File: src/rtl/calc_result_bcd_formatter_if.sv
// Handshake bundle between the signed result source, the BCD formatter and
// the display driver.
//   master : result source / display side (drives in_data, in_valid, out_ready)
//   slave  : calc_result_bcd_formatter
// Signals:
//   in_data   signed W-bit result to format
//   in_valid  in_data valid (a single-cycle done pulse is legal)
//   in_ready  formatter idle and able to accept
//   out_sign  1 = negative result
//   out_bcd   packed BCD magnitude, digit 0 in [3:0]
//   out_valid out_sign/out_bcd valid
//   out_ready display consumed the output
//   overrun   sticky: in_valid seen while in_ready=0
interface calc_result_bcd_formatter_if #(
  parameter int W    = 8,
  parameter int NDIG = 3
);
  logic signed [W-1:0]      in_data;
  logic                     in_valid;
  logic                     in_ready;
  logic                     out_sign;
  logic        [4*NDIG-1:0] out_bcd;
  logic                     out_valid;
  logic                     out_ready;
  logic                     overrun;

  modport master (
    output in_data, in_valid, out_ready,
    input  in_ready, out_sign, out_bcd, out_valid, overrun
  );

  modport slave (
    input  in_data, in_valid, out_ready,
    output in_ready, out_sign, out_bcd, out_valid, overrun
  );
endinterface

File: src/rtl/calc_result_bcd_formatter.sv
// Signed result -> sign + packed BCD magnitude formatter.
// Takes a W-bit two's-complement result, splits off the sign, takes the
// magnitude and converts it to NDIG packed BCD digits with a sequential
// double-dabble (one bit per cycle). The result is handed to the display
// driver through a valid/ready handshake.
// Ports:
//   clk  rising-edge clock
//   rst  synchronous, active-high reset
//   bus  calc_result_bcd_formatter_if.slave
//        (in_data/in_valid/in_ready, out_sign/out_bcd/out_valid/out_ready,
//         overrun)
// Parameters:
//   W     result width, W >= 2
//   NDIG  BCD digits, 10^NDIG > 2^(W-1)
// Optional build macro:
//   CALC_BCD_BLANK_EN  leading-zero digits of out_bcd are emitted as 4'hF
//                      (display blank); digit 0 is never blanked.
module calc_result_bcd_formatter #(
  parameter int W    = 8,
  parameter int NDIG = 3
) (
  input logic                           clk,
  input logic                           rst,
  calc_result_bcd_formatter_if.slave    bus
);

  localparam int BW = 4 * NDIG;
  localparam int CW = $clog2(W + 1);
  localparam logic [CW-1:0] CNT_INIT = CW'(W);
  localparam logic [CW-1:0] CNT_ONE  = CW'(1);
  localparam logic [W-1:0]  ONE      = W'(1);

  typedef enum logic [1:0] {IDLE, ABS, CONV, DONE} state_t;

  state_t state_q, state_d;

  logic signed [W-1:0]  data_p0;
  logic                 sign_p1;
  logic        [W-1:0]  mag_p1;
  logic        [BW-1:0] bcd_p1;
  logic        [BW-1:0] adj;
  logic        [CW-1:0] cnt;

  // Double-dabble correction: every digit >= 5 gets +3 before the shift.
  function automatic logic [BW-1:0] add3(input logic [BW-1:0] b);
    logic [BW-1:0] r;
    r = b;
    for (int i = 0; i < NDIG; i++) begin
      if (b[4*i +: 4] >= 4'd5) r[4*i +: 4] = b[4*i +: 4] + 4'd3;
    end
    return r;
  endfunction

`ifdef CALC_BCD_BLANK_EN
  // Replace leading zero digits with the blank code, scanning from the top;
  // digit 0 is excluded so a zero result still shows "0".
  function automatic logic [BW-1:0] blank_lz(input logic [BW-1:0] b);
    logic [BW-1:0] r;
    logic          lead;
    r    = b;
    lead = 1'b1;
    for (int i = NDIG - 1; i > 0; i--) begin
      if (lead && (b[4*i +: 4] == 4'd0)) r[4*i +: 4] = 4'hF;
      else lead = 1'b0;
    end
    return r;
  endfunction
`endif

  assign adj          = add3(bcd_p1);
  assign bus.in_ready = (state_q == IDLE);

  always_ff @(posedge clk) begin
    if (rst) state_q <= IDLE;
    else     state_q <= state_d;
  end

  always_comb begin
    state_d = state_q;
    case (state_q)
      IDLE: if (bus.in_valid) state_d = ABS;
      ABS:  state_d = CONV;
      CONV: if (cnt == CNT_ONE) state_d = DONE;
      DONE: if (bus.out_valid && bus.out_ready) state_d = IDLE;
      default: state_d = IDLE;
    endcase
  end

  // Stage p0: capture the signed result on accept.
  // Stage p1: sign/magnitude split, then W shift steps of double-dabble.
  // Magnitude of -2^(W-1) is 2^(W-1), which still fits W unsigned bits.
  always_ff @(posedge clk) begin
    case (state_q)
      IDLE: if (bus.in_valid) data_p0 <= bus.in_data;
      ABS: begin
        sign_p1 <= data_p0[W-1];
        mag_p1  <= data_p0[W-1] ? (~unsigned'(data_p0) + ONE) : unsigned'(data_p0);
        bcd_p1  <= '0;
        cnt     <= CNT_INIT;
      end
      CONV: begin
        bcd_p1 <= {adj[BW-2:0], mag_p1[W-1]};
        mag_p1 <= {mag_p1[W-2:0], 1'b0};
        cnt    <= cnt - CNT_ONE;
      end
      default: ;
    endcase
  end

  // Output register: loaded on the first DONE cycle, held until handoff.
  always_ff @(posedge clk) begin
    if (rst) begin
      bus.out_valid <= 1'b0;
      bus.out_sign  <= 1'b0;
      bus.out_bcd   <= '0;
    end else if ((state_q == DONE) && !bus.out_valid) begin
      bus.out_valid <= 1'b1;
      bus.out_sign  <= sign_p1;
`ifdef CALC_BCD_BLANK_EN
      bus.out_bcd   <= blank_lz(bcd_p1);
`else
      bus.out_bcd   <= bcd_p1;
`endif
    end else if (bus.out_valid && bus.out_ready) begin
      bus.out_valid <= 1'b0;
    end
  end

  always_ff @(posedge clk) begin
    if (rst)                                  bus.overrun <= 1'b0;
    else if (bus.in_valid && !bus.in_ready)   bus.overrun <= 1'b1;
  end

endmodule

File: src/flat_wrapper.sv
// flat-port wrapper written by rule: the top's interface ports become plain ports
module calc_result_bcd_formatter_flat 
#(
  parameter int W    = 8,
  parameter int NDIG = 3
)
  (clk, rst, bus_in_data, bus_in_valid, bus_out_ready, bus_in_ready, bus_out_sign, bus_out_bcd, bus_out_valid, bus_overrun);
  calc_result_bcd_formatter_if #(.W(W), .NDIG(NDIG)) bus_i ();
  input logic clk;
  input logic rst;
  input wire logic [$bits(bus_i.in_data)-1:0] bus_in_data;
  input wire logic [$bits(bus_i.in_valid)-1:0] bus_in_valid;
  input wire logic [$bits(bus_i.out_ready)-1:0] bus_out_ready;
  output wire logic [$bits(bus_i.in_ready)-1:0] bus_in_ready;
  output wire logic [$bits(bus_i.out_sign)-1:0] bus_out_sign;
  output wire logic [$bits(bus_i.out_bcd)-1:0] bus_out_bcd;
  output wire logic [$bits(bus_i.out_valid)-1:0] bus_out_valid;
  output wire logic [$bits(bus_i.overrun)-1:0] bus_overrun;
  assign bus_i.in_data = bus_in_data;
  assign bus_i.in_valid = bus_in_valid;
  assign bus_i.out_ready = bus_out_ready;
  assign bus_in_ready = bus_i.in_ready;
  assign bus_out_sign = bus_i.out_sign;
  assign bus_out_bcd = bus_i.out_bcd;
  assign bus_out_valid = bus_i.out_valid;
  assign bus_overrun = bus_i.overrun;
  calc_result_bcd_formatter #(.W(W), .NDIG(NDIG)) u_core (.clk(clk), .rst(rst), .bus(bus_i));
endmodule
File: config.mk
export PLATFORM = sky130hd
export DESIGN_NAME = calc_result_bcd_formatter_flat
export DESIGN_NICKNAME = d
export VERILOG_FILES = /design/src/rtl/calc_result_bcd_formatter_if.sv /design/src/rtl/calc_result_bcd_formatter.sv /design/src/flat_wrapper.sv
export SDC_FILE = /design/constraint.sdc
export NUM_CORES = 1
export LEC_CHECK = 0
export BUFFER_PORTS_ARGS = -buffer_cell sky130_fd_sc_hd__buf_2
export CORE_MARGIN = 2
export CORE_UTILIZATION = 50
export DETAILED_ROUTE_END_ITERATION = 10
export PLACE_DENSITY = 0.67
export SLEW_MARGIN = 40
export SYNTH_ARGS = -nofsm -noshare
export SYNTH_HDL_FRONTEND = slang
export SYNTH_SLANG_ARGS = --single-unit
File: constraint.sdc
create_clock -name clk -period 1.85 [get_ports clk]
set_input_delay 0.2775 -clock clk [delete_from_list [all_inputs] [get_ports clk]]
set_output_delay 0.2775 -clock clk [all_outputs]
set_load 0.005 [all_outputs]
# Word-level counts from Yosys, hierarchy flattened

Index checks and enable logic that the tools add are counted.

Memories kept: 0
RAM bits: 0
Bits in read-only memories: 0
Word-level logic and storage cells: 49
Bits of input ports: 12
Bits in latches: 0
Flip-flop bits (word level): 50
Output and inout bits: 16

Reduce and logical (&&, ||, !) cells: 10
Add/subtract/negate cells: 5
Div/mod/pow operators: 0
Order comparisons: 3
Bitwise gates (word level): 1
Eq/ne operators: 7
Shifts and indexed selects: 0
Muxes and demuxes: 13
$mul: 0

Operators with widths:

| kind                                                                                | count |
|---|---|
| 12-bit one-hot mux with 2 select lines                                              | 1 |
| 8-bit one-hot mux with 2 select lines                                               | 1 |
| 4-bit by 3-bit greater-or-equal comparator with 1-bit output, second input constant | 3 |
| 4-bit by 2-bit adder with 4-bit output, second input constant                       | 2 |
| 8-bit by 1-bit adder with 8-bit output, second input constant                       | 1 |
| 4-bit two-way mux                                                                   | 2 |
| 8-bit two-way mux                                                                   | 1 |
| 8-bit NOT                                                                           | 1 |
| 2-bit one-hot mux with 4 select lines                                               | 1 |
| 4-bit one-hot mux with 2 select lines                                               | 1 |
| 2-bit two-way mux                                                                   | 3 |
| 2-bit == test, second input constant                                                | 2 |
| 4-bit by 1-bit == test with 1-bit output, second input constant                     | 1 |
| 2-bit by 1-bit != test with 1-bit output, second input constant                     | 2 |
| 2-bit nonzero test                                                                  | 2 |
| 4-bit by 1-bit subtractor with 4-bit output, second input constant                  | 1 |
| 3-bit by 2-bit adder with 3-bit output, second input constant                       | 1 |
| 1-bit logical AND                                                                   | 3 |
| 3-bit two-way mux                                                                   | 1 |
| 3-bit AND reduction                                                                 | 1 |
| 2-bit by 1-bit == test with 1-bit output, second input constant                     | 1 |
| 1-bit zero test                                                                     | 2 |
| 2-bit zero test                                                                     | 1 |
| 1-bit two-way mux                                                                   | 2 |
| other kinds (2)                                                                     | 2 |

# Longest topological paths before layout

Gate-level depths: netlist of run 1.

Depth in word-level cells: 4
Depth in mapped cells: 6
Depth with buffers taken out: 6

# Least setup slack after synthesis of run 1

OpenSTA, ideal clock, no wires.

Path kind: register -> register
Start: reg u_core.data_p0[0]
End: reg u_core.mag_p1[6], data pin
Library setup time: 260 ps
Data required time: 1590 ps
Arrival: 1454 ps
Cell stages (with the launch flop): 7
Clock period less this slack: 1713 ps
Setup slack: 137 ps
Path buffers: 0
Cell sequence: edfxtp_1 inv_1 ha_1 or3b_4 o31ai_4 xnor2_1 mux2_2

Longest elaborated chain between the ends: 4

Ends and longest elaborated chain:

| what                                   | line                             | text |
|---|---|---|
| start, declared                        | calc_result_bcd_formatter.sv:37  | `logic signed [W-1:0] data_p0;` |
| start signal, assigned                 | calc_result_bcd_formatter.sv:94  | `IDLE: if (bus.in_valid) data_p0 <= bus.in_data;` |
| 8-bit NOT                              | calc_result_bcd_formatter.sv:97  | `mag_p1 <= data_p0[W-1] ? (~unsigned'(data_p0) + ONE) : unsigned'(data_p0);` |
| 8-bit by 1-bit adder with 8-bit output | calc_result_bcd_formatter.sv:97  |  |
| 8-bit two-way mux                      | calc_result_bcd_formatter.sv:97  |  |
| 8-bit one-hot mux with 2 select lines  | calc_result_bcd_formatter.sv:93  | `case (state_q)` |
| end signal, assigned                   | calc_result_bcd_formatter.sv:97  |  |
| end signal, assigned                   | calc_result_bcd_formatter.sv:103 | `mag_p1 <= {mag_p1[W-2:0], 1'b0};` |
| end, declared                          | calc_result_bcd_formatter.sv:39  | `logic [W-1:0] mag_p1;` |

Every way passes these cells.
A chain may end at the register's enable or synchronous reset.

# Worst setup path after layout of run 1

Ends and elaborated chain as after synthesis.

==> flow_metrics.py, run 1 <==
metrics = {
    "worst_setup_path": {
        "reg2reg_depth": 6,
        "crit_arrival_ps": 1870,
        "r2r-end": "u_core.mag_p1[6]",
        "r2r_slack_ps": 40,
        "crit_family": "simple AND/OR/NAND/NOR gates",
        "worstSetupPathType": "flop to flop",
        "r2r-start": "u_core.data_p0[0]",
        "worst_ep_required_time_ps": 1920,
        "worstPathMaxFanout": 2,
        "cpPeakStageDelay_ps": 400,
        "startpoint_type": "flop",
        "cp-end-kind": "flop",
        "path_buf_inv": 1,
        "crit_chain": "inv_1 > ha_1 > or3b_4 > o31ai_4 > xnor2_1 > mux2_2",
        "cp_slowest_cell": "or3b_4",
    },
    "global_routing": {
        "first_global_vias": 1394,
        "grt_pass1_wl_mm": 6.285,
        "grt_overflow": 0,
        "grt_max_degree": 18,
        "antenna_found_initial": 0,
        "grt_usage": 0.1603,
    },
    "worst_hold_path": {
        "hp-start": "bus_in_data[7]",
        "holdPathStages": 1,
        "worstHoldPathType": "input pin to flop",
        "holdPathEnd": "u_core.data_p0[7]",
    },
    "run_status": {
        "outcome": "completed",
    },
    "die": {
        "rows": 24,
        "die_w_um": 71.77,
        "die-area_sq_mm": 0.005150,
        "core_area_sq_mm": 0.004384,
        "dieHeight_um": 71.77,
        "io_pins": 28,
        "start_util": 0.5237,
    },
    "layout": {
        "nNetsFinal": 271,
        "syn2layout_area_growth_pct": 14.22,
        "diodes": 0,
        "drive_above_1_share": 0.1822,
        "final_util": 0.5982,
    },
    "timing": {
        "worst_pin_slew_ps": 471.3,
        "hold_violations": 0,
        "slew_headroom": 0.6858,
        "setup_viol_count_final": 0,
        "whs_ps": 140.1,
        "finalSetupTns_ps": 0,
        "timing.final.ws_setup_ps": 43.27,
        "max_freq_ghz": 0.5535,
        "fin_skew_ps": 2.252,
        "rsz0062_at_grt": "true",
        "finalCriticalPeriod_ps": 1807,
        "period_share": 0.9766,
        "slew_viol_final": 0,
    },
    "cts": {
        "root_buffer": "clkbuf_8",
        "h-tree-depth": 2,
        "clk_pin_slew_ps": 90,
        "cts_buffers": 5,
        "cts_sinks": 50,
        "cts_tree": "yes",
        "clockBufferDepth": 2,
        "cts.repair.resized": 0,
        "insertion_delay_ps": 300,
    },
    "power_and_ir_drop": {
        "ir_drop_uv": 692.0,
        "p_total_uw": 4150,
        "p_leak_uw": 0.001093,
        "powerDensity_mw_per_mm2": 1582,
    },
    "yosys": {
        "ys_seq_area_frac": 0.5798,
        "synth_most_common_cell": "nand2_1",
        "synth_top_area_frac": 0.4316,
        "syn_inst": 212,
        "avgSynthCellArea_sq_um": 10.83,
        "yosysTopAreaCell": "edfxtp_1",
        "synth_edf_count": 33,
        "synth_area_leaders": "edfxtp_1, dfxtp_1, nand2_1, ha_1, a21oi_1",
        "syn_area_sq_mm": 0.002296,
        "ys_warn_count": 0,
        "ys_ff_latch": 50,
        "async_flop_share": 0,
        "yosysUniqueCellTypes": 31,
        "synth_fp_nets": 237,
        "synthTopCellsByCount": "nand2_1, edfxtp_1, dfxtp_1, a21oi_1, inv_1",
        "ys.flop_type": "edfxtp_1",
    },
    "job": {
        "drv_cap": 0,
    },
    "placed_design": {
        "gp_congestion": 0.7504,
        "place_worst_setup_slack_ps": 40.65,
        "numPortBuffers": 27,
        "place.detailed.hpwl_mm": 2.586,
    },
    "routing": {
        "first_pass_iters": 5,
        "drc": 0,
        "wl_mm": 3.640,
        "drt_iter0_drc": 85,
        "wl_per_cell_um": 12.17,
        "antenna_left": 0,
        "vias": 1489,
        "vias_per_cell": 4.980,
    },
}
worst max path at each step:
stage                            startpoint  cells past startpoint  slack, ps               end
after global routing      u_core.data_p0[0]                      6        -30  u_core.mag_p1[6]
final                     u_core.data_p0[0]                      6         40  u_core.mag_p1[6]
after floorplan           u_core.data_p0[0]                      6        140  u_core.mag_p1[6]
after detailed placement  u_core.data_p0[0]                      6         40  u_core.mag_p1[6]
after CTS                 u_core.data_p0[0]                      6         30  u_core.mag_p1[6]
after global placement    u_core.data_p0[0]                      6        110  u_core.mag_p1[6]
placed cells by master, fill, tap and decap left out, drive strengths merged, types with 2 or more instances in the layout:
master,instances
clkinv,2
dfxtp,17
and3,2
xnor2,8
a21o,3
a21oi,14
ha,13
o21ai,10
o211a,3
nand2,44
buf,34
nand2b,4
clkbuf,6
a21boi,3
or3b,2
inv,14
nor3,2
edfxtp,33
and2,5
nor2,10
nor2b,4
xor2,4
mux2i,2
kinds of logic after synthesis:
logic type	after synthesis	share of synthesized area
AND/OR/NAND/NOR	76	0.1499
XOR/XNOR	12	0.04578
flip-flops	50	0.5798
AO/OA/AOI/OAI	37	0.1057
adder cells (fa/ha/maj)	13	0.07085
buffers and inverters	21	0.03433
multiplexers	3	0.01362
repair_timing:
item | 4_1_cts | 5_1_grt
setup endpoints to repair | 0 | 1
hold buffers | 0 | 0
buffers inserted | 0 | 0
power by group:
group	internal [uW]	switching [uW]	total [uW]
clock	308	372	680
sequential	1750	279	2030
combinational	643	796	1440
state kept, by name, summed over array words and instances, names as in the netlist:
register              flops
u_core.bus.out_sign       1
u_core.data_p0            8
u_core.state_q            2
u_core.cnt                4
u_core.bus.out_valid      1
u_core.bus.overrun        1
u_core.bcd_p1            12
u_core.sign_p1            1
u_core.bus.out_bcd       12
u_core.mag_p1             8
metal layers:
layer	part of all wire	up-vias	track usage
li1	-	783	-
met1	0.47	673	0.2071
met2	0.47	24	0.2490
met3	0.037	9	0.04641
met4	0.020	0	0.07547
met5	0	-	0
worst register-to-register path, cell delays in order (launching register included):
cell and delay [ps]:
edfxtp_1 380, inv_1 90, ha_1 160, or3b_4 400
o31ai_4 190, xnor2_1 80, mux2_2 260
through the flow:
stage | std cells | cell area, sq um
finish | 299 | 2623
global route | 299 | 2623
CTS | 299 | 2623
detailed placement | 291 | 2522
global placement | 291 | 2522
floorplan | 212 | 2296
cell type report:
type                    instances  area, sq um
clock inverters                 2        17.52
well taps                      52        65.06
repair buffers                 34        187.7
clock buffers                   6        82.58
multi-input cells             141        885.9
fillers                       385         1762
inverters                      14        52.55
flip-flops and latches         50         1331
Note: power is estimated with default switching activity, not from simulation.
==> run 2: changes to the inputs <==
--- a/config.mk
+++ b/config.mk
@@ -6,10 +6,12 @@
 export NUM_CORES = 1
 export LEC_CHECK = 0
 export BUFFER_PORTS_ARGS = -buffer_cell sky130_fd_sc_hd__buf_2
+export CELL_PAD_IN_SITES_DETAIL_PLACEMENT = 0
+export CELL_PAD_IN_SITES_GLOBAL_PLACEMENT = 1
 export CORE_MARGIN = 2
-export CORE_UTILIZATION = 50
+export CORE_UTILIZATION = 48
 export DETAILED_ROUTE_END_ITERATION = 10
-export PLACE_DENSITY = 0.67
+export PLACE_DENSITY = 0.8
 export SLEW_MARGIN = 40
 export SYNTH_ARGS = -nofsm -noshare
 export SYNTH_HDL_FRONTEND = slang
==> constraint.sdc (replaced) <==
create_clock -name clk -period 2.2 [get_ports clk]
set_input_delay 0.33 -clock clk [delete_from_list [all_inputs] [get_ports clk]]
set_output_delay 0.33 -clock clk [all_outputs]
set_load 0.005 [all_outputs]
==> run 2 against run 1 <==
Maximum frequency rose by 2.1%. Core utilization fell by 4.2 points. Non-clock buffer count fell by 3. Register-to-register slack improved by 390 ps. Cell area fell by 1.1%. Largest cell class unchanged. Combinational power fell by 20%.
==> flow_metrics.py, run 2 (same netlist as run 1, synthesis figures left out) <==
metrics = {
    "run_status": {
        "outcome": "completed",
    },
    "layout": {
        "drive_above_1_share": 0.1639,
        "final_common_cell": "nand2_1",
        "final_cell_mix": "nand2_1, edfxtp_1, buf_2",
        "multi_input_area_sq_um": 885.9,
        "syn2layout_area_growth_pct": 12.92,
        "regArea_sq_mm": 0.001331,
        "reg_top3": "u_core.bcd_p1: 12 flops, u_core.bus.out_bcd: 12 flops",
        "nNetsFinal": 268,
        "stdcell_area_sq_mm": 0.002592,
        "layoutNonFillerInstCount": 298,
        "diodes": 0,
        "fillers": 432,
    },
    "timing": {
        "finalSetupTns_ps": 0,
        "whs_ps": 206.0,
        "fin_skew_ps": 9.106,
        "period_share": 0.8044,
        "setup_viol_count_final": 0,
        "finalCriticalPeriod_ps": 1770,
        "slew_headroom": 0.6110,
        "rsz0062_at_grt": "false",
        "slew_viol_final": 0,
        "max_freq_ghz": 0.5651,
        "hold_violations": 0,
        "worst_pin_slew_ps": 581.4,
    },
    "worst_setup_path": {
        "cp-end-kind": "flop",
        "r2r_slack_ps": 430,
        "startpoint_type": "flop",
        "worstPathMaxFanout": 2,
        "worst_ep_required_time_ps": 2250,
        "r2r-end": "u_core.mag_p1[6]",
        "crit_arrival_ps": 1820,
        "r2r-start": "u_core.data_p0[0]",
        "reg2reg_depth": 6,
        "worstSetupPathType": "flop to flop",
    },
    "worst_hold_path": {
        "holdPathStages": 1,
        "worstHoldPathType": "input pin to flop",
        "holdPathEnd": "u_core.data_p0[4]",
        "hp-start": "bus_in_data[4]",
    },
    "die": {
        "rows": 25,
        "io_pins": 28,
        "die-area_sq_mm": 0.005352,
        "dieHeight_um": 73.16,
        "die_w_um": 73.16,
        "start_util": 0.4926,
        "core_area_sq_mm": 0.004661,
    },
    "power_and_ir_drop": {
        "power.internal_uw": 2235,
        "powerDensity_mw_per_mm2": 1309,
        "p_sw_uw": 1157,
        "pwr-share-comb": 0.339,
        "p_leak_uw": 0.001071,
        "seq_power_share": 0.502,
        "clkPwrFrac": 0.158,
        "switching_share": 0.3411,
        "ir_drop_uv": 899.8,
    },
    "cts": {
        "clockBufferDepth": 2,
        "cts_sinks": 50,
        "cts_buffers": 5,
        "cts_setup_buffers": 0,
        "cts.repair.resized": 0,
        "h-tree-depth": 2,
        "postCtsHoldBufs": 0,
        "root_buffer": "clkbuf_8",
        "clk_pin_slew_ps": 80,
        "insertion_delay_ps": 300,
        "cts_tree": "yes",
    },
    "placed_design": {
        "dp.cells": 290,
        "numPortBuffers": 27,
        "gp_congestion": 0.7683,
        "place.detailed.hpwl_mm": 2.408,
        "dpl-instance-area_sq_mm": 0.002502,
    },
    "routing": {
        "drc": 0,
        "wl_per_cell_um": 11.31,
        "vias_per_cell": 4.933,
        "wl_mm": 3.371,
        "vias": 1470,
        "drt_iter0_drc": 53,
        "first_pass_iters": 4,
        "antenna_left": 0,
    },
    "global_routing": {
        "grt_pass1_wl_mm": 5.816,
        "grt_overflow": 0,
        "antenna_found_initial": 0,
        "grt_usage": 0.1439,
        "first_global_vias": 1302,
        "grt_max_degree": 18,
    },
    "job": {
        "drv_cap": 0,
    },
}
-- run 2: changes by cell type in the layout (fill, tap and decap cells not counted) --
cell and delta:
clkinv_4 -2, clkbuf_1 +2, buf_4 -3
-- run 2: power groups by stage --
stage | sequential, uW | clock (uW) | combinational [uW]
floorplan | 1680 | 0 | 887
global placement | 1720 | 0 | 1160
CTS | 1700 | 565 | 1180
global route | 1750 | 597 | 1340
finish | 1700 | 537 | 1150
detailed placement | 1720 | 0 | 1170
-- run 2: layout make-up --
| class | instances | area share |
|---|---|---|
| well taps | 54 | 0.02606 |
| inverters | 14 | 0.02027 |
| multi-input cells | 141 | 0.3417 |
| repair buffers | 31 | 0.06371 |
| clock buffers | 8 | 0.03475 |
| flip-flops and latches | 50 | 0.5135 |
-- run 2: metrics by stage --
| stage | worst slack, ps | utilization | total power [uW] |
|---|---|---|---|
| floorplan | 486.5 | - | 2563 |
| global placement | 451.6 | 0.5369 | 2883 |
| detailed placement | 433.3 | 0.5369 | 2892 |
| CTS | 419.6 | 0.5562 | 3445 |
| global route | 340.7 | 0.5562 | 3685 |
| finish | 430.3 | 0.5562 | 3393 |
-- run 2: layer usage --
metal  share of wire  global-route usage  wire (um)  up-vias
li1                -                   -          -      782
met1            0.49              0.1823       1657      653
met2            0.44              0.2252       1497       29
met3           0.046             0.04696        156        6
met4           0.018             0.06173         59        0
met5               0                   0          0        -
-- run 2: worst max-delay path by stage --
| stage | from | to | cells past startpoint |
|---|---|---|---|
| after floorplan | u_core.data_p0[0] | u_core.mag_p1[6] | 6 |
| after global placement | u_core.data_p0[0] | u_core.mag_p1[6] | 6 |
| after detailed placement | u_core.data_p0[0] | u_core.mag_p1[6] | 6 |
| after CTS | u_core.data_p0[0] | u_core.mag_p1[6] | 6 |
| after global routing | u_core.data_p0[1] | u_core.mag_p1[6] | 6 |
| final | u_core.data_p0[0] | u_core.mag_p1[6] | 6 |
-- run 2: critical path, cell delays in order (launching register included) --
cell	delay, ps
edfxtp_1	380
inv_1	90
ha_1	160
or3b_4	400
o31ai_4	180
xnor2_1	80
mux2_2	250
==> run 3: changes to the inputs <==
--- a/config.mk
+++ b/config.mk
@@ -9,9 +9,9 @@
 export CELL_PAD_IN_SITES_DETAIL_PLACEMENT = 0
 export CELL_PAD_IN_SITES_GLOBAL_PLACEMENT = 1
 export CORE_MARGIN = 2
-export CORE_UTILIZATION = 48
+export CORE_UTILIZATION = 41
 export DETAILED_ROUTE_END_ITERATION = 10
-export PLACE_DENSITY = 0.8
+export PLACE_DENSITY = 0.72
 export SLEW_MARGIN = 40
 export SYNTH_ARGS = -nofsm -noshare
 export SYNTH_HDL_FRONTEND = slang
==> constraint.sdc (replaced) <==
create_clock -name clk -period 1.4 [get_ports clk]
set_input_delay 0.21 -clock clk [delete_from_list [all_inputs] [get_ports clk]]
set_output_delay 0.21 -clock clk [all_outputs]
set_load 0.005 [all_outputs]
==> run 3 against run 2 <==
The flow now finishes with violations (setup timing). Sequential power is 55% higher. Critical path depth unchanged. Register-to-register slack got worse by 810 ps. Final cell count increased by 18%. Total power increased by 93%. Sequential cell count unchanged. First-iteration DRC count rose by 36%. Non-clock buffer count increased by 35. Via count rose by 9.9%.
==> flow_metrics.py, run 3 (same netlist as run 1, synthesis figures left out) <==
metrics = {
    "worst_setup_path": {
        "cp-end-kind": "flop",
        "worstPathMaxFanout": 3,
        "r2r-end": "u_core.mag_p1[6]",
        "crit_arrival_ps": 1840,
        "r2r-start": "u_core.data_p0[1]",
        "reg2reg_depth": 6,
        "endpoint": "u_core.mag_p1[6]",
        "crit_chain": "inv_1 > ha_1 > or3b_4 > o31ai_4 > xnor2_1 > mux2_2",
        "worst_ep_required_time_ps": 1460,
        "worstSetupPathType": "flop to flop",
        "r2r_slack_ps": -380,
        "critPathLaunch": "u_core.data_p0[1]",
        "startpoint_type": "flop",
        "cpPeakStageDelay_ps": 410,
        "cp_slowest_cell": "edfxtp_1",
    },
    "power_and_ir_drop": {
        "p_total_uw": 6565,
        "p_leak_uw": 0.001270,
        "ir_drop_uv": 948.3,
        "powerDensity_mw_per_mm2": 2130,
    },
    "routing": {
        "wl_per_cell_um": 11.96,
        "antenna_left": 0,
        "first_pass_iters": 5,
        "vias": 1616,
        "drc": 0,
        "drt_iter0_drc": 72,
        "wl_mm": 4.199,
        "vias_per_cell": 4.604,
    },
    "global_routing": {
        "grt_max_degree": 18,
        "antenna_found_initial": 0,
        "grt_overflow": 0,
        "first_global_vias": 1575,
        "grt_usage": 0.1471,
        "grt_pass1_wl_mm": 7.079,
    },
    "layout": {
        "final_common_cell": "nand2_1",
        "syn2layout_area_growth_pct": 34.22,
        "drive_above_1_share": 0.3763,
        "fillers": 514,
        "final_cell_mix": "nand2_1, edfxtp_1, buf_4",
        "nNetsFinal": 303,
        "stdcell_area_sq_mm": 0.003082,
        "reg_top3": "u_core.bcd_p1: 12 flops, u_core.bus.out_bcd: 12 flops",
        "diodes": 0,
    },
    "timing": {
        "rsz0062_at_grt": "true",
        "max_freq_ghz": 0.5609,
        "timing.final.ws_setup_ps": -382.8,
        "slew_headroom": 0.7075,
        "finalCriticalPeriod_ps": 1783,
        "slew_viol_final": 0,
        "hold_violations": 0,
        "setup_viol_count_final": 11,
        "fin_skew_ps": 2.131,
        "worst_pin_slew_ps": 438.7,
        "period_share": 1.273,
    },
    "placed_design": {
        "dpl-instance-area_sq_mm": 0.002858,
        "gp_congestion": 0.7301,
        "place.detailed.hpwl_mm": 2.996,
        "numPortBuffers": 27,
    },
    "worst_hold_path": {
        "worstHoldPathType": "input pin to flop",
        "holdPathStages": 1,
    },
    "die": {
        "start_util": 0.4195,
        "die-area_sq_mm": 0.006214,
        "die_w_um": 78.83,
        "core_area_sq_mm": 0.005473,
        "io_pins": 28,
        "rows": 27,
        "dieHeight_um": 78.83,
    },
    "run_status": {
        "outcome": "finished, violations left",
        "violations": "setup timing",
    },
    "cts": {
        "cts_buffers": 5,
        "clockBufferDepth": 2,
        "insertion_delay_ps": 290,
        "root_buffer": "clkbuf_8",
        "h-tree-depth": 2,
        "postCtsHoldBufs": 0,
        "cts_tree": "yes",
        "cts_sinks": 50,
        "clk_pin_slew_ps": 90,
    },
    "job": {
        "drv_cap": 0,
    },
}
## run 3: how the worst min path moves through the flow
stage                    from           endpoint
2_1_floorplan  bus_in_data[0]  u_core.data_p0[0]
3_3_place_gp   bus_in_data[1]  u_core.data_p0[1]
3_5_place_dp   bus_in_data[6]  u_core.data_p0[6]
4_1_cts        bus_in_data[6]  u_core.data_p0[6]
5_1_grt        bus_in_data[0]  u_core.data_p0[0]
6_report       bus_in_data[1]  u_core.data_p0[1]
## run 3: timing repair
action	in CTS	in global routing
resized for setup	11	16
cloned	0	0
endpoints found under the setup margin	21	34
buffers inserted	3	1
pin swaps	13	15
## run 3: power by group
part	leakage [uW]	switching [uW]	internal, uW
sequential	0.000454	319	2320
clock	0.0000416	468	343
combinational	0.000774	1430	1690
total	0.00127	2210	4350
## run 3: per-layer routing
metal | track usage | up-vias | wire [um]
met5 | 0 | - | 0
met4 | 0.05172 | 0 | 57
met3 | 0.03523 | 5 | 204
met2 | 0.2436 | 40 | 1923
met1 | 0.1892 | 719 | 2012
li1 | - | 852 | -
## run 3: through the flow
step	setup slack, ps	util	instances	setup TNS, ps	hold slack, ps
floorplan	-313.5	-	212	-691.8	308.9
global placement	-342.1	0.5217	340	-3389	386.3
detailed placement	-383.6	0.5222	340	-1401	388.5
CTS	-388.3	0.5485	351	-1663	70.06
global route	-494.7	0.5631	351	-2734	61.56
finish	-382.8	0.5631	351	-1541	80.72
## run 3: final cells by class
cell class / instances / area, sq um / area share
sequential: 50 / 1334 / 0.4328
multi-input combinational: 141 / 1027 / 0.3333
tap: 72 / 90.09 / 0.02923
clock buffer: 5 / 68.82 / 0.02233
inverter: 14 / 55.05 / 0.01786
timing repair buffer: 66 / 490.5 / 0.1592
clock inverter: 3 / 16.27 / 0.005278
## run 3: worst max-delay path: cells and delay by family, from the launching register on
kind / cells / cell delay, ps
AOI/OAI and AO/OA: 1 / 180
and+or+nand+nor: 1 / 400
DFF: 1 / 410
buffers and inverters: 1 / 70
muxes: 1 / 250
adders and majority gates: 1 / 150
xor gates and xnor gates: 1 / 80
